## src/rtl/axi_lite_master_if.sv

```systemverilog
// Bundles the command/response port and the AXI-Lite AR/R/AW/W/B channels of axi_lite_master.
interface axi_lite_master_if #(
  parameter int unsigned ADDR_W = 4,
  parameter int unsigned DATA_W = 8
);
  // Local requester side
  logic              cmd_valid;
  logic              cmd_ready;
  logic              cmd_write;
  logic [ADDR_W-1:0] cmd_addr;
  logic [DATA_W-1:0] cmd_wdata;
  logic              rsp_valid;
  logic              rsp_ready;
  logic [DATA_W-1:0] rsp_rdata;
  logic              rsp_err;
  // AXI-Lite read channels
  logic [ADDR_W-1:0] read_address;
  logic              AR_VALID;
  logic              AR_READY;
  logic [DATA_W-1:0] data_read;
  logic              R_VALID;
  logic              R_READY;
  // AXI-Lite write channels
  logic [ADDR_W-1:0] write_address;
  logic              AW_VALID;
  logic              AW_READY;
  logic [DATA_W-1:0] write_data;
  logic              W_VALID;
  logic              W_READY;
  logic              B_VALID;
  logic              B_READY;

  modport master (
    input  cmd_valid, cmd_write, cmd_addr, cmd_wdata, rsp_ready,
    input  AR_READY, data_read, R_VALID, AW_READY, W_READY, B_VALID,
    output cmd_ready, rsp_valid, rsp_rdata, rsp_err,
    output read_address, AR_VALID, R_READY, write_address, AW_VALID, write_data, W_VALID, B_READY
  );

  modport slave (
    output cmd_valid, cmd_write, cmd_addr, cmd_wdata, rsp_ready,
    output AR_READY, data_read, R_VALID, AW_READY, W_READY, B_VALID,
    input  cmd_ready, rsp_valid, rsp_rdata, rsp_err,
    input  read_address, AR_VALID, R_READY, write_address, AW_VALID, write_data, W_VALID, B_READY
  );
endinterface

```

## src/rtl/axi_lite_master.sv

```systemverilog
// Command-driven AXI-Lite master: one read or write in flight, per-channel handshake timeout,
// fully registered outputs.
module axi_lite_master #(
  parameter int unsigned ADDR_W  = 4,
  parameter int unsigned DATA_W  = 8,
  parameter int unsigned TIMEOUT = 255
) (
  input logic               s_clk,
  input logic               rst,
  axi_lite_master_if.master bus
);

  // Counter only has to reach TIMEOUT-1
  localparam int unsigned CntW = (TIMEOUT > 1) ? $clog2(TIMEOUT) : 1;

  typedef enum logic [2:0] {StIdle, StAr, StR, StAw, StW, StB, StRsp} state_e;

  state_e            state_q, state_d;
  logic [CntW-1:0]   cnt_q, cnt_d;
  logic [DATA_W-1:0] wdata_q, wdata_d;
  logic              cmd_ready_q, cmd_ready_d;
  logic              rsp_valid_q, rsp_valid_d;
  logic [DATA_W-1:0] rsp_rdata_q, rsp_rdata_d;
  logic              rsp_err_q, rsp_err_d;
  logic [ADDR_W-1:0] read_address_q, read_address_d;
  logic              ar_valid_q, ar_valid_d;
  logic              r_ready_q, r_ready_d;
  logic [ADDR_W-1:0] write_address_q, write_address_d;
  logic              aw_valid_q, aw_valid_d;
  logic [DATA_W-1:0] write_data_q, write_data_d;
  logic              w_valid_q, w_valid_d;
  logic              b_ready_q, b_ready_d;
  logic              timeout_hit;
  logic              abort;

  // TIMEOUT == 0 disables the guard entirely
  assign timeout_hit = (TIMEOUT != 0) && (cnt_q == CntW'(TIMEOUT - 1));

  // Next-state and registered-output logic; abort collapses any channel wait into an error response
  always_comb begin
    state_d         = state_q;
    cnt_d           = cnt_q;
    wdata_d         = wdata_q;
    cmd_ready_d     = cmd_ready_q;
    rsp_valid_d     = rsp_valid_q;
    rsp_rdata_d     = rsp_rdata_q;
    rsp_err_d       = rsp_err_q;
    read_address_d  = read_address_q;
    ar_valid_d      = ar_valid_q;
    r_ready_d       = r_ready_q;
    write_address_d = write_address_q;
    aw_valid_d      = aw_valid_q;
    write_data_d    = write_data_q;
    w_valid_d       = w_valid_q;
    b_ready_d       = b_ready_q;
    abort           = 1'b0;

    unique case (state_q)
      StIdle: begin
        if (bus.cmd_valid && cmd_ready_q) begin
          cmd_ready_d = 1'b0;
          cnt_d       = '0;
          if (bus.cmd_write) begin
            write_address_d = bus.cmd_addr;
            wdata_d         = bus.cmd_wdata;
            aw_valid_d      = 1'b1;
            state_d         = StAw;
          end else begin
            read_address_d = bus.cmd_addr;
            ar_valid_d     = 1'b1;
            state_d        = StAr;
          end
        end
      end
      StAr: begin
        if (bus.AR_READY) begin
          ar_valid_d = 1'b0;
          r_ready_d  = 1'b1;
          cnt_d      = '0;
          state_d    = StR;
        end else if (timeout_hit) begin
          abort = 1'b1;
        end else begin
          cnt_d = cnt_q + CntW'(1);
        end
      end
      StR: begin
        if (bus.R_VALID) begin
          rsp_rdata_d = bus.data_read;
          r_ready_d   = 1'b0;
          rsp_valid_d = 1'b1;
          state_d     = StRsp;
        end else if (timeout_hit) begin
          abort = 1'b1;
        end else begin
          cnt_d = cnt_q + CntW'(1);
        end
      end
      StAw: begin
        if (bus.AW_READY) begin
          aw_valid_d   = 1'b0;
          w_valid_d    = 1'b1;
          write_data_d = wdata_q;
          cnt_d        = '0;
          state_d      = StW;
        end else if (timeout_hit) begin
          abort = 1'b1;
        end else begin
          cnt_d = cnt_q + CntW'(1);
        end
      end
      StW: begin
        if (bus.W_READY) begin
          w_valid_d = 1'b0;
          b_ready_d = 1'b1;
          cnt_d     = '0;
          state_d   = StB;
        end else if (timeout_hit) begin
          abort = 1'b1;
        end else begin
          cnt_d = cnt_q + CntW'(1);
        end
      end
      StB: begin
        if (bus.B_VALID) begin
          b_ready_d   = 1'b0;
          rsp_rdata_d = '0;
          rsp_valid_d = 1'b1;
          state_d     = StRsp;
        end else if (timeout_hit) begin
          abort = 1'b1;
        end else begin
          cnt_d = cnt_q + CntW'(1);
        end
      end
      StRsp: begin
        if (bus.rsp_ready) begin
          rsp_valid_d = 1'b0;
          rsp_err_d   = 1'b0;
          cmd_ready_d = 1'b1;
          state_d     = StIdle;
        end
      end
      default: state_d = StIdle;
    endcase

    if (abort) begin
      ar_valid_d  = 1'b0;
      r_ready_d   = 1'b0;
      aw_valid_d  = 1'b0;
      w_valid_d   = 1'b0;
      b_ready_d   = 1'b0;
      rsp_rdata_d = '0;
      rsp_err_d   = 1'b1;
      rsp_valid_d = 1'b1;
      state_d     = StRsp;
    end
  end

  // State and output registers with synchronous active-high reset
  always_ff @(posedge s_clk) begin
    if (rst) begin
      state_q         <= StIdle;
      cnt_q           <= '0;
      wdata_q         <= '0;
      cmd_ready_q     <= 1'b1;
      rsp_valid_q     <= 1'b0;
      rsp_rdata_q     <= '0;
      rsp_err_q       <= 1'b0;
      read_address_q  <= '0;
      ar_valid_q      <= 1'b0;
      r_ready_q       <= 1'b0;
      write_address_q <= '0;
      aw_valid_q      <= 1'b0;
      write_data_q    <= '0;
      w_valid_q       <= 1'b0;
      b_ready_q       <= 1'b0;
    end else begin
      state_q         <= state_d;
      cnt_q           <= cnt_d;
      wdata_q         <= wdata_d;
      cmd_ready_q     <= cmd_ready_d;
      rsp_valid_q     <= rsp_valid_d;
      rsp_rdata_q     <= rsp_rdata_d;
      rsp_err_q       <= rsp_err_d;
      read_address_q  <= read_address_d;
      ar_valid_q      <= ar_valid_d;
      r_ready_q       <= r_ready_d;
      write_address_q <= write_address_d;
      aw_valid_q      <= aw_valid_d;
      write_data_q    <= write_data_d;
      w_valid_q       <= w_valid_d;
      b_ready_q       <= b_ready_d;
    end
  end

  assign bus.cmd_ready     = cmd_ready_q;
  assign bus.rsp_valid     = rsp_valid_q;
  assign bus.rsp_rdata     = rsp_rdata_q;
  assign bus.rsp_err       = rsp_err_q;
  assign bus.read_address  = read_address_q;
  assign bus.AR_VALID      = ar_valid_q;
  assign bus.R_READY       = r_ready_q;
  assign bus.write_address = write_address_q;
  assign bus.AW_VALID      = aw_valid_q;
  assign bus.write_data    = write_data_q;
  assign bus.W_VALID       = w_valid_q;
  assign bus.B_READY       = b_ready_q;

endmodule

```

## src/flat_wrapper.sv

```systemverilog
// flat-port wrapper written by rule: the top's interface ports become plain ports
module axi_lite_master_flat 
#(
  parameter int unsigned ADDR_W  = 4,
  parameter int unsigned DATA_W  = 8,
  parameter int unsigned TIMEOUT = 255
)
  (s_clk, rst, bus_cmd_valid, bus_cmd_write, bus_cmd_addr, bus_cmd_wdata, bus_rsp_ready, bus_AR_READY, bus_data_read, bus_R_VALID, bus_AW_READY, bus_W_READY, bus_B_VALID, bus_cmd_ready, bus_rsp_valid, bus_rsp_rdata, bus_rsp_err, bus_read_address, bus_AR_VALID, bus_R_READY, bus_write_address, bus_AW_VALID, bus_write_data, bus_W_VALID, bus_B_READY);
  axi_lite_master_if #(.ADDR_W(ADDR_W), .DATA_W(DATA_W)) bus_i ();
  input logic s_clk;
  input logic rst;
  input wire logic [$bits(bus_i.cmd_valid)-1:0] bus_cmd_valid;
  input wire logic [$bits(bus_i.cmd_write)-1:0] bus_cmd_write;
  input wire logic [$bits(bus_i.cmd_addr)-1:0] bus_cmd_addr;
  input wire logic [$bits(bus_i.cmd_wdata)-1:0] bus_cmd_wdata;
  input wire logic [$bits(bus_i.rsp_ready)-1:0] bus_rsp_ready;
  input wire logic [$bits(bus_i.AR_READY)-1:0] bus_AR_READY;
  input wire logic [$bits(bus_i.data_read)-1:0] bus_data_read;
  input wire logic [$bits(bus_i.R_VALID)-1:0] bus_R_VALID;
  input wire logic [$bits(bus_i.AW_READY)-1:0] bus_AW_READY;
  input wire logic [$bits(bus_i.W_READY)-1:0] bus_W_READY;
  input wire logic [$bits(bus_i.B_VALID)-1:0] bus_B_VALID;
  output wire logic [$bits(bus_i.cmd_ready)-1:0] bus_cmd_ready;
  output wire logic [$bits(bus_i.rsp_valid)-1:0] bus_rsp_valid;
  output wire logic [$bits(bus_i.rsp_rdata)-1:0] bus_rsp_rdata;
  output wire logic [$bits(bus_i.rsp_err)-1:0] bus_rsp_err;
  output wire logic [$bits(bus_i.read_address)-1:0] bus_read_address;
  output wire logic [$bits(bus_i.AR_VALID)-1:0] bus_AR_VALID;
  output wire logic [$bits(bus_i.R_READY)-1:0] bus_R_READY;
  output wire logic [$bits(bus_i.write_address)-1:0] bus_write_address;
  output wire logic [$bits(bus_i.AW_VALID)-1:0] bus_AW_VALID;
  output wire logic [$bits(bus_i.write_data)-1:0] bus_write_data;
  output wire logic [$bits(bus_i.W_VALID)-1:0] bus_W_VALID;
  output wire logic [$bits(bus_i.B_READY)-1:0] bus_B_READY;
  assign bus_i.cmd_valid = bus_cmd_valid;
  assign bus_i.cmd_write = bus_cmd_write;
  assign bus_i.cmd_addr = bus_cmd_addr;
  assign bus_i.cmd_wdata = bus_cmd_wdata;
  assign bus_i.rsp_ready = bus_rsp_ready;
  assign bus_i.AR_READY = bus_AR_READY;
  assign bus_i.data_read = bus_data_read;
  assign bus_i.R_VALID = bus_R_VALID;
  assign bus_i.AW_READY = bus_AW_READY;
  assign bus_i.W_READY = bus_W_READY;
  assign bus_i.B_VALID = bus_B_VALID;
  assign bus_cmd_ready = bus_i.cmd_ready;
  assign bus_rsp_valid = bus_i.rsp_valid;
  assign bus_rsp_rdata = bus_i.rsp_rdata;
  assign bus_rsp_err = bus_i.rsp_err;
  assign bus_read_address = bus_i.read_address;
  assign bus_AR_VALID = bus_i.AR_VALID;
  assign bus_R_READY = bus_i.R_READY;
  assign bus_write_address = bus_i.write_address;
  assign bus_AW_VALID = bus_i.AW_VALID;
  assign bus_write_data = bus_i.write_data;
  assign bus_W_VALID = bus_i.W_VALID;
  assign bus_B_READY = bus_i.B_READY;
  axi_lite_master #(.ADDR_W(ADDR_W), .DATA_W(DATA_W), .TIMEOUT(TIMEOUT)) u_core (.s_clk(s_clk), .rst(rst), .bus(bus_i));
endmodule
```

## config.mk

```make
export PLATFORM = sky130hd
export DESIGN_NAME = axi_lite_master_flat
export DESIGN_NICKNAME = d
export VERILOG_FILES = /design/src/rtl/axi_lite_master_if.sv /design/src/rtl/axi_lite_master.sv /design/src/flat_wrapper.sv
export SDC_FILE = /design/constraint.sdc
export NUM_CORES = 1
export LEC_CHECK = 0
export CAP_MARGIN = 20
export CORE_ASPECT_RATIO = 0.75
export CORE_MARGIN = 1.5
export CORE_UTILIZATION = 47
export CTS_CLUSTER_DIAMETER = 50
export DETAILED_ROUTE_END_ITERATION = 7
export PLACE_DENSITY = 0.8
export SETUP_SLACK_MARGIN = 0.15
export SKIP_CTS_REPAIR_TIMING = 1
export SLEW_MARGIN = 20
export SYNTH_ARGS = -nofsm -noshare
export SYNTH_HDL_FRONTEND = slang
export SYNTH_SLANG_ARGS = --single-unit
export TNS_END_PERCENT = 5
```

## constraint.sdc

```tcl
create_clock -name s_clk -period 1.8 [get_ports s_clk]
set_input_delay 0.36 -clock s_clk [delete_from_list [all_inputs] [get_ports s_clk]]
set_output_delay 0.36 -clock s_clk [all_outputs]
set_load 0.02 [all_outputs]
```

==> metrics.md, run 1 <==
| Metric | Value |
|---|---|
| Status | `finished, final reports clean` |
| Flop-to-flop setup slack | `0.20 ns` |
| Syn Area/Cell | `8.14 um^2` |
| RR Endpoint | `u_core.cnt_q[3]$_SDFFE_PP0P_` |
| CTS Sinks | `51` |
| Hold path cells | `2` |
| Htree depth | `2` |
| Post-Synthesis Cell Area | `2200 um^2` |
| Num ports | `62` |
| Reg clk slew, reported paths | `0.09 ns` |
| Synth Warn # | `0` |
| Vias | `2,165` |
| Initial Util | `49.2%` |
| F_max | `608 MHz` |
| Nets | `378` |
| Placer Congestion | `0.883` |
| Predominant post-synthesis flop cell | `dfxtp_1` |
| Netlist cell types | `40` |
| Depth of the worst register-to-register path | `5` |
| CP arrival | `1.29 ns` |
| WL final | `5610 um` |
| Hold crit path type | `flop to flop` |
| Cell area power density | `928 nW/um^2` |
| Top delay family on crit path | `buffers and inverters` |
| DRC Markers | `0` |
| Layout cells sized above 1 | `14.4%` |
| Slowest cell on crit path | `clkdlybuf4s50_1` |
| Global-route wire length before repair | `9160 um` |
| Seq/Total Area, Yosys | `46.4%` |
| FF+latch area | `1020 um^2` |
| Fin. Hold Viols | `0` |
| Slowest stage delay, CP | `0.63 ns` |
| Min-Delay Endpoint | `u_core.bus.write_data[6]$_SDFFE_PP0P_` |
| Commonest non-fill, non-tap cells in the layout | `clkdlybuf4s50_1, nand2_1, dfxtp_1, a21oi_1, nor2_1` |
| DR pass1 iterations | `4` |
| Most common cell after layout, fill and taps aside | `clkdlybuf4s50_1` |
| Multi-input gate area | `1090 um^2` |
| Worst IR drop on VDD | `0.588 mV` |
| Min Hold Slack | `0.459 ns` |
| Die area | `5100 um^2` |
| Setup crit end kind | `output port` |
| Area Growth Syn to Fin | `43.2%` |
| Final Max Tran Viols | `0` |
| Critical Path RT | `1.44 ns` |
| Drt initial violations | `144` |
| Die width | `82.0 um` |
| Gr usage total | `22.9%` |
| Crit Path Class | `flop to output port` |
| Reg2reg start | `u_core.state_q[2]$_SDFFE_PP0P_` |
| Register bit total from synthesis | `51` |
| Gr ovfl total | `0` |
| Detail Route Antenna Nets | `0` |
| Post-DP HPWL | `4000 um` |
| CTS tree | `yes` |
| Layout Skew | `0.00879 ns` |
| Post-synth EDFFs | `0` |
| Final min period | `1.65 ns` |
| Die Span Y | `62.2 um` |
| Comb power frac | `25.8%` |
| Ys async rst share | `0%` |
| CP cell instances | `clkdlybuf4s50_1` |
| Clk Latency, worst-skew pair | `0.30 ns` |
| CTS Buffer Depth | `2` |
| CP Max Fanout | `3` |
| Setup TNS | `0 ns` |
| Core ar. | `4470 um^2` |
| Initial antenna violation count | `0` |
| Period Utilization, post-route | `91.4%` |
| Synth Net Count | `302` |
| Cell Int Power | `2.11 mW` |
| Post-Layout Cell Count | `404` |
| Wire per inst | `13.9 um` |
| Leakage | `1.13 nW` |
| Seq pwr share | `42.6%` |
| Max-cap viol count | `0` |
| Rows | `21` |
| Slew headroom | `72.7%` |
| Routed vias/inst | `5.36` |
| Sw Ratio | `27.6%` |
| # diodes | `0` |
| CTS Buf Count | `5` |
| Pin count of the biggest net entering global routing | `19` |
| Syn Inst Count | `270` |
| Final core occ | `70.5%` |
| Fill count | `351` |
| Clock power share | `31.6%` |
| Psw | `0.807 mW` |
| Worst Max-Slew Pin Slew | `0.410 ns` |
| Clock root cell | `clkbuf_8` |
| Final setup viols | `0` |
| Hold Startpoint | `u_core.bus.write_data[6]$_SDFFE_PP0P_` |
| Worst Setup Start Kind | `flop` |
| Pwr Total | `2.92 mW` |
| Dpl cells | `395` |
| Vias in the first global route | `2,068` |
| RSZ-0062 raised after global routing | `true` |
| PortBufs | `61` |
| Buf+Inv Stages, Crit Path | `1` |
[synthesized netlist by cell type, types with 2 or more instances]
cell type | n | share of area, %
a21oi_1 | 39 | 8.9
nand4_1 | 4 | 1.1
nor2b_1 | 3 | 0.85
mux2i_1 | 4 | 1.8
nand2_1 | 54 | 9.2
nor2_1 | 31 | 5.3
a22oi_1 | 9 | 3.1
inv_1 | 10 | 1.7
dfxtp_1 | 51 | 46
and3_1 | 2 | 0.57
buf_6 | 3 | 1.5
nor3_1 | 5 | 1.1
o31ai_1 | 2 | 0.68
nand2b_1 | 2 | 0.57
o21ai_0 | 12 | 2.7
nand3_1 | 5 | 1.1
clkbuf_1 | 9 | 1.5
a41oi_1 | 2 | 0.80
ha_1 | 2 | 1.1
[through the flow]
stage / cell area [um^2] / setup WS (ns)
global placement: 2970 / -0.234
detailed placement: 2970 / -0.336
CTS: 3110 / -0.0844
floorplan: 2200 / 0.202
finish: 3150 / 0.155
global route: 3150 / 0.0963
[power groups by stage]
| stage | logic [mW] | clock network [mW] | registers [mW] |
|---|---|---|---|
| after detailed placement | 0.722 | 0 | 1.27 |
| after floorplan | 0.386 | 0 | 1.32 |
| after CTS | 0.728 | 0.936 | 1.24 |
| after global routing | 0.822 | 0.990 | 1.26 |
| after global placement | 0.709 | 0 | 1.27 |
| final | 0.753 | 0.924 | 1.25 |
[state kept, by name (all words and copies together), names as in the netlist]
register                  count
u_core.bus.read_address       4
u_core.bus.write_data         8
u_core.bus.W_VALID            1
u_core.bus.AR_VALID           1
u_core.bus.cmd_ready          1
u_core.bus.AW_VALID           1
u_core.wdata_q                8
u_core.bus.R_READY            1
u_core.state_q                3
u_core.bus.rsp_valid          1
u_core.bus.B_READY            1
u_core.cnt_q                  8
u_core.bus.rsp_err            1
u_core.bus.write_address      4
u_core.bus.rsp_rdata          8
[how the worst max path moves through the flow]
| stage | end | start | cells past startpoint |
|---|---|---|---|
| floorplan | u_core.cnt_q[4]$_SDFFE_PP0P_ | u_core.state_q[1]$_SDFFE_PP0P_ | 7 |
| global placement | u_core.cnt_q[2]$_SDFFE_PP0P_ | bus_R_VALID | 6 |
| detailed placement | u_core.cnt_q[3]$_SDFFE_PP0P_ | bus_R_VALID | 6 |
| CTS | u_core.cnt_q[3]$_SDFFE_PP0P_ | bus_R_VALID | 6 |
| global route | bus_cmd_ready | u_core.bus.cmd_ready$_SDFFE_PP1P_ | 1 |
| finish | bus_cmd_ready | u_core.bus.cmd_ready$_SDFFE_PP1P_ | 1 |
[final cells by class]
class,instances,area share (%)
sequential,51,32.6
timing repair buffer,83,25.2
tap,57,2.27
inverter,10,1.19
clock inverter,3,2.15
clock buffer,5,2.19
multi-input combinational,195,34.5
[per-layer routing]
| metal | up-vias | wire (um) | GRT usage, % |
|---|---|---|---|
| met2 | 75 | 2600 | 36.3 |
| met3 | 10 | 376 | 5.29 |
| li1 | 1087 | - | - |
| met5 | - | 0 | 0 |
| met4 | 0 | 94 | 7.63 |
| met1 | 993 | 2540 | 30.3 |
[cell families (layout without fill, tap and decap cells)]
logic type	after synthesis	count (layout)	share of synthesized area (%)
mux	4	4	1.82
buf+inv	24	101	5.35
flops	51	51	46.4
simple gates	114	114	23.6
compound gates	75	75	21.7
fa+ha+maj	2	2	1.14
Note: power is estimated with default switching activity, not from simulation.
==> run 2: changes to the inputs <==
--- a/config.mk
+++ b/config.mk
@@ -6,12 +6,13 @@
 export NUM_CORES = 1
 export LEC_CHECK = 0
 export CAP_MARGIN = 20
-export CORE_ASPECT_RATIO = 0.75
+export CORE_ASPECT_RATIO = 1.4
 export CORE_MARGIN = 1.5
 export CORE_UTILIZATION = 47
 export CTS_CLUSTER_DIAMETER = 50
 export DETAILED_ROUTE_END_ITERATION = 7
 export PLACE_DENSITY = 0.8
+export REMOVE_ABC_BUFFERS = 1
 export SETUP_SLACK_MARGIN = 0.15
 export SKIP_CTS_REPAIR_TIMING = 1
 export SLEW_MARGIN = 20
==> run 2 against run 1 <==
Sequential cell count did not move. Utilization fell by 1.8 points. Die area barely moved. Largest power group unchanged. Highest routed layer unchanged.
==> metrics.md, run 2 (synthesis gave the netlist of run 1 again) <==
| Metric | Value |
|---|---|
| Die Span Y | `83.9 um (was 62.2 um)` |
| Comb power frac | `28.1% (was 25.8%)` |
| Routed vias/inst | `5.15 (was 5.36)` |
| Setup crit end kind | `output port (unchanged)` |
| Final Max Tran Viols | `0 (unchanged)` |
| Rows | `29 (was 21)` |
| PortBufs | `61 (unchanged)` |
| DR pass1 iterations | `4 (unchanged)` |
| Clock root cell | `clkbuf_8 (unchanged)` |
| Placer Congestion | `0.864 (was 0.883)` |
| Wire per inst | `12.9 um (was 13.9 um)` |
| Fin. Hold Viols | `0 (unchanged)` |
| Clock power share | `24.6% (was 31.6%)` |
| Hold crit path type | `flop to flop (unchanged)` |
| Layout cells sized above 1 | `13.5% (was 14.4%)` |
| DRC Markers | `0 (unchanged)` |
| Critical Path RT | `1.44 ns (about the same)` |
| CTS Sinks | `51 (unchanged)` |
| Initial Util | `48.9% (was 49.2%)` |
| Seq pwr share | `47.3% (was 42.6%)` |
| Final setup viols | `0 (unchanged)` |
| Leakage | `1.13 nW (about the same)` |
| Cell Int Power | `1.83 mW (was 2.11 mW)` |
| Worst IR drop on VDD | `0.527 mV (was 0.588 mV)` |
| Gr usage total | `22.3% (was 22.9%)` |
| Slew headroom | `76.6% (was 72.7%)` |
| Cell area power density | `852 nW/um^2 (was 928 nW/um^2)` |
| Crit Path Class | `flop to output port (unchanged)` |
| Gr ovfl total | `0 (unchanged)` |
| CTS Buffer Depth | `2 (unchanged)` |
| Period Utilization, post-route | `92.2% (was 91.4%)` |
| Worst Setup Start Kind | `flop (unchanged)` |
| CP cell instances | `clkdlybuf4s50_1 (unchanged)` |
| Min Hold Slack | `0.457 ns (was 0.459 ns)` |
| Reg clk slew, reported paths | `0.09 ns (about the same)` |
| WL final | `5300 um (was 5610 um)` |
| Die width | `60.8 um (was 82.0 um)` |
| Slowest cell on crit path | `clkdlybuf4s50_1 (unchanged)` |
| Most common cell after layout, fill and taps aside | `clkdlybuf4s50_1 (unchanged)` |
| RSZ-0062 raised after global routing | `true (unchanged)` |
| Buf+Inv Stages, Crit Path | `1 (unchanged)` |
| Pwr Total | `2.63 mW (was 2.92 mW)` |
| Nets | `380 (was 378)` |
| Die area | `5100 um^2 (about the same)` |
| Initial antenna violation count | `0 (unchanged)` |
| Sw Ratio | `30.4% (was 27.6%)` |
| # diodes | `0 (unchanged)` |
| Top delay family on crit path | `buffers and inverters (unchanged)` |
| Core ar. | `4500 um^2 (was 4470 um^2)` |
| Pin count of the biggest net entering global routing | `19 (unchanged)` |
| Worst Max-Slew Pin Slew | `0.351 ns (was 0.410 ns)` |
| Final min period | `1.66 ns (was 1.65 ns)` |
| CP Max Fanout | `3 (unchanged)` |
| CTS Buf Count | `5 (unchanged)` |
| Layout Skew | `0.00488 ns (was 0.00879 ns)` |
| Commonest non-fill, non-tap cells in the layout | `clkdlybuf4s50_1, nand2_1, dfxtp_1, a21oi_1, nor2_1 (unchanged)` |
| Fill count | `399 (was 351)` |
| CTS tree | `yes (unchanged)` |
| Area Growth Syn to Fin | `40.5% (was 43.2%)` |
| Htree depth | `2 (unchanged)` |
| Global-route wire length before repair | `8870 um (was 9160 um)` |
| Vias | `2,116 (was 2,165)` |
| Vias in the first global route | `2,061 (was 2,068)` |
| Psw | `0.801 mW (was 0.807 mW)` |
| Clk Latency, worst-skew pair | `0.30 ns (about the same)` |
| F_max | `602 MHz (was 608 MHz)` |
| Slowest stage delay, CP | `0.62 ns (was 0.63 ns)` |
| Num ports | `62 (unchanged)` |
| Detail Route Antenna Nets | `0 (unchanged)` |
| Post-DP HPWL | `3970 um (was 4000 um)` |
| Drt initial violations | `80 (was 144)` |
| Status | `finished, final reports clean (unchanged)` |
| CP arrival | `1.30 ns (was 1.29 ns)` |
| Max-cap viol count | `0 (unchanged)` |
## run 2: cell types whose count changed in the layout (fill, tap and decap cells not counted), sizes merged
cell	delta
bufinv	-2
dlymetal6s2s	+1
clkinv	+1
buf	+2
clkdlybuf4s50	-1
clkinvlp	+1
## run 2: worst paths after layout
path	from	slack [ns]	cells after the start	end
min reg2reg	u_core.wdata_q[0]$_SDFFE_PP0P_	0.46	2	u_core.bus.write_data[0]$_SDFFE_PP0P_
min	u_core.wdata_q[0]$_SDFFE_PP0P_	0.46	2	u_core.bus.write_data[0]$_SDFFE_PP0P_
max reg2reg	u_core.state_q[0]$_SDFFE_PP0P_	0.23	5	u_core.cnt_q[2]$_SDFFE_PP0P_
max	u_core.bus.cmd_ready$_SDFFE_PP1P_	0.14	1	bus_cmd_ready
## run 2: per-layer routing
metal,GRT usage (%),part of all wire [%],up-vias
met5,0,0,-
met4,8.89,2.5,0
met3,5.27,4.3,13
met2,37.4,53,54
met1,26.2,41,959
li1,-,-,1090
## run 2: power groups by stage
stage / registers [mW] / clock network, mW / logic [mW]
after floorplan: 1.34 / 0 / 0.313
after global placement: 1.27 / 0 / 0.717
after detailed placement: 1.27 / 0 / 0.730
after CTS: 1.24 / 0.661 / 0.734
after global routing: 1.25 / 0.707 / 0.811
final: 1.24 / 0.647 / 0.739
## run 2: area by class of cell
cell class              instances  area (um^2)  area share (%)
clock buffers                   5         68.8            2.23
clock inverters                 3         20.0           0.648
inverters                      10         37.5            1.22
multi-input cells             195         1070            34.6
flip-flops and latches         51         1020            33.1
well taps                      62         77.6            2.51
repair buffers                 85          793            25.7
## run 2: per-stage QoR
| step | instance area (um^2) | setup WS [ns] | util (%) | instances | TNS, ns |
|---|---|---|---|---|---|
| 2_1_floorplan | 2120 | 0.0834 | - | 256 | 0 |
| 3_3_place_gp | 2990 | -0.226 | 66.4 | 403 | -2.63 |
| 3_5_place_dp | 2990 | -0.349 | 66.4 | 403 | -4.64 |
| 4_1_cts | 3080 | -0.0355 | 68.4 | 411 | -0.0455 |
| 5_1_grt | 3090 | 0.0965 | 68.6 | 411 | 0 |
| 6_report | 3090 | 0.140 | 68.6 | 411 | 0 |
==> run 3: changes to the inputs <==
--- a/config.mk
+++ b/config.mk
@@ -8,10 +8,10 @@
 export CAP_MARGIN = 20
 export CORE_ASPECT_RATIO = 1.4
 export CORE_MARGIN = 1.5
-export CORE_UTILIZATION = 47
+export CORE_UTILIZATION = 43
 export CTS_CLUSTER_DIAMETER = 50
 export DETAILED_ROUTE_END_ITERATION = 7
-export PLACE_DENSITY = 0.8
+export PLACE_DENSITY = 0.77
 export REMOVE_ABC_BUFFERS = 1
 export SETUP_SLACK_MARGIN = 0.15
 export SKIP_CTS_REPAIR_TIMING = 1
==> constraint.sdc (replaced) <==
create_clock -name s_clk -period 1.36 [get_ports s_clk]
set_input_delay 0.272 -clock s_clk [delete_from_list [all_inputs] [get_ports s_clk]]
set_output_delay 0.272 -clock s_clk [all_outputs]
set_load 0.02 [all_outputs]
==> run 3 against run 2 <==
The flow now finishes with violations (negative setup slack). Power up 42%. Worst setup slack worse by 0.32 ns. Clock skew increased by 0.0058 ns. Critical path type is now flop to flop. Critical endpoint is now u_core.bus.rsp_valid$_SDFFE_PP0P_.
==> metrics.md, run 3 (synthesis gave the netlist of run 1 again) <==
| Metric | Value |
|---|---|
| Reg clk slew, reported paths | `0.09 ns (about the same)` |
| Global-route wire length before repair | `9550 um (was 8870 um)` |
| Detail Route Antenna Nets | `0 (unchanged)` |
| Rows | `30 (was 29)` |
| CP arrival | `1.75 ns (was 1.30 ns)` |
| Buf+Inv Stages, Crit Path | `2 (was 1)` |
| CTS Sinks | `51 (unchanged)` |
| Multi-input gate area | `1170 um^2 (was 1070 um^2)` |
| Final min period | `1.54 ns` |
| Slew headroom | `80.0% (was 76.6%)` |
| Routed vias/inst | `5.34 (was 5.15)` |
| Fin. Hold Viols | `0 (unchanged)` |
| # diodes | `0 (unchanged)` |
| Cell area power density | `1090 nW/um^2 (was 852 nW/um^2)` |
| CTS tree | `yes (unchanged)` |
| DRC Markers | `0 (unchanged)` |
| Die Span Y | `87.6 um (was 83.9 um)` |
| Critical Path RT | `1.57 ns (was 1.44 ns)` |
| Final setup viols | `42 (was 0)` |
| Failing checks | `negative setup slack` |
| Status | `finished with violations (was finished, final reports clean)` |
| Final Max Tran Viols | `0 (unchanged)` |
| Clock root cell | `clkbuf_8 (unchanged)` |
| Initial Util | `45.1% (was 48.9%)` |
| Worst IR drop on VDD | `0.963 mV (was 0.527 mV)` |
| Met3 wire len | `319 um (was 228 um)` |
| Dpl cells | `421 (was 403)` |
| Layout Skew | `0.0107 ns (was 0.00488 ns)` |
| Commonest non-fill, non-tap cells in the layout | `nand2_1, dfxtp_1, buf_4, a21oi_1, dlymetal6s2s_1 (was clkdlybuf4s50_1, nand2_1, dfxtp_1, a21oi_1, nor2_1)` |
| Worst Max-Slew Pin Slew | `0.297 ns (was 0.351 ns)` |
| Vias in the first global route | `2,153 (was 2,061)` |
| F_max | `649 MHz` |
| Fill count | `382 (was 399)` |
| Area Growth Syn to Fin | `55.2% (was 40.5%)` |
| Setup crit end kind | `flop (was output port)` |
| CP most frequent cell | `buf_4` |
| Top delay family on crit path | `compound AO/OA/AOI/OAI gates (was buffers and inverters)` |
| Htree depth | `2 (unchanged)` |
| Final worst slack | `-0.181 ns (was 0.140 ns)` |
| Pwr Total | `3.73 mW (was 2.63 mW)` |
| Vias | `2,301 (was 2,116)` |
| DR pass1 iterations | `4 (unchanged)` |
| Hold crit path type | `input port to flop (was flop to flop)` |
| Gr ovfl total | `0 (unchanged)` |
| Met1 wire length | `2500 um (was 2150 um)` |
| Period Utilization, post-route | `113%` |
| Initial antenna violation count | `0 (unchanged)` |
| Core ar. | `4880 um^2 (was 4500 um^2)` |
| Die area | `5560 um^2 (was 5100 um^2)` |
| WL final | `6480 um (was 5300 um)` |
| Post-DP HPWL | `4290 um (was 3970 um)` |
| CP cell instances | `buf_4 > o21ai_2 > buf_4 > and3_4 > nand3_2 > a311oi_2 (was clkdlybuf4s50_1)` |
| DR top layer | `met4 (unchanged)` |
| Die width | `63.4 um (was 60.8 um)` |
| CTS Buffer Depth | `2 (unchanged)` |
| Slowest cell on crit path | `dfxtp_2 (was clkdlybuf4s50_1)` |
| CP Max Fanout | `7 (was 3)` |
| Gr usage total | `21.6% (was 22.3%)` |
| Final core occ | `69.9% (was 68.6%)` |
| Wire per inst | `15.0 um (was 12.9 um)` |
| Crit Path Class | `flop to flop (was flop to output port)` |
| Drt initial violations | `165 (was 80)` |
| CTS Buf Count | `5 (unchanged)` |
| Most common cell after layout, fill and taps aside | `nand2_1 (was clkdlybuf4s50_1)` |
| FF+latch area | `1030 um^2 (was 1020 um^2)` |
| Num ports | `62 (unchanged)` |
| PortBufs | `61 (unchanged)` |
| Flop-to-flop setup slack | `-0.18 ns (was 0.23 ns)` |
| Pre-CTS WS | `-0.620 ns (was -0.349 ns)` |
| DR WL met2 | `3510 um (was 2790 um)` |
| Pin count of the biggest net entering global routing | `25 (was 19)` |
| Nets | `398 (was 380)` |
| Leakage | `1.75 nW (was 1.13 nW)` |
| Layout cells sized above 1 | `25.1% (was 13.5%)` |
| Setup TNS | `-4.16 ns (was 0 ns)` |
| Slowest stage delay, CP | `0.35 ns (was 0.62 ns)` |
| Clk Latency, worst-skew pair | `0.31 ns (was 0.30 ns)` |
| Max-cap viol count | `0 (unchanged)` |
| Post-Layout Cell Count | `431 (was 411)` |
| Placer Congestion | `0.811 (was 0.864)` |
| Worst Setup Start Kind | `flop (unchanged)` |
| RSZ-0062 raised after global routing | `true (unchanged)` |
-- run 3: final cells by class --
cell class / instances / area share [%]
clock buffers: 6 / 2.42
multi-input cells: 196 / 34.3
inverters: 10 / 1.10
repair buffers: 102 / 29.2
clock inverters: 2 / 0.477
well taps: 64 / 2.35
flip-flops and latches: 51 / 30.2
-- run 3: routing by layer --
metal	vias up	global-route usage, %
met5	-	0
met4	0	9.68
met3	15	5.14
met2	69	38.5
met1	1092	24.4
li1	1125	-
-- run 3: worst reg2reg max path, cell delays in order, from the launching register on --
cell and delay [ns]:
dfxtp_2 0.35, buf_4 0.17, o21ai_2 0.16, buf_4 0.14, and3_4 0.21, nand3_2 0.14
a311oi_2 0.28
-- run 3: worst paths after layout --
check,start,end,cells after the start
min,bus_R_VALID,u_core.bus.R_READY$_SDFFE_PP0P_,4
max reg2reg,u_core.state_q[2]$_SDFFE_PP0P_,u_core.bus.rsp_valid$_SDFFE_PP0P_,6
max,u_core.state_q[2]$_SDFFE_PP0P_,u_core.bus.rsp_valid$_SDFFE_PP0P_,6
min reg2reg,u_core.wdata_q[7]$_SDFFE_PP0P_,u_core.bus.write_data[7]$_SDFFE_PP0P_,2
-- run 3: report_power, final --
group          switching [mW]  leakage [nW]  total [mW]  internal [mW]
clock                   0.519        0.0474       0.935          0.416
combinational           0.592          1.29        1.16          0.563
sequential             0.0536         0.416        1.64           1.59
-- run 3: stage by stage --
| stage | instance area (um^2) | hold WS (ns) |
|---|---|---|
| 2_1_floorplan | 2120 | 0.338 |
| 3_3_place_gp | 3120 | 0.436 |
| 3_5_place_dp | 3120 | 0.445 |
| 4_1_cts | 3220 | 0.457 |
| 5_1_grt | 3410 | 0.387 |
| 6_report | 3410 | 0.353 |
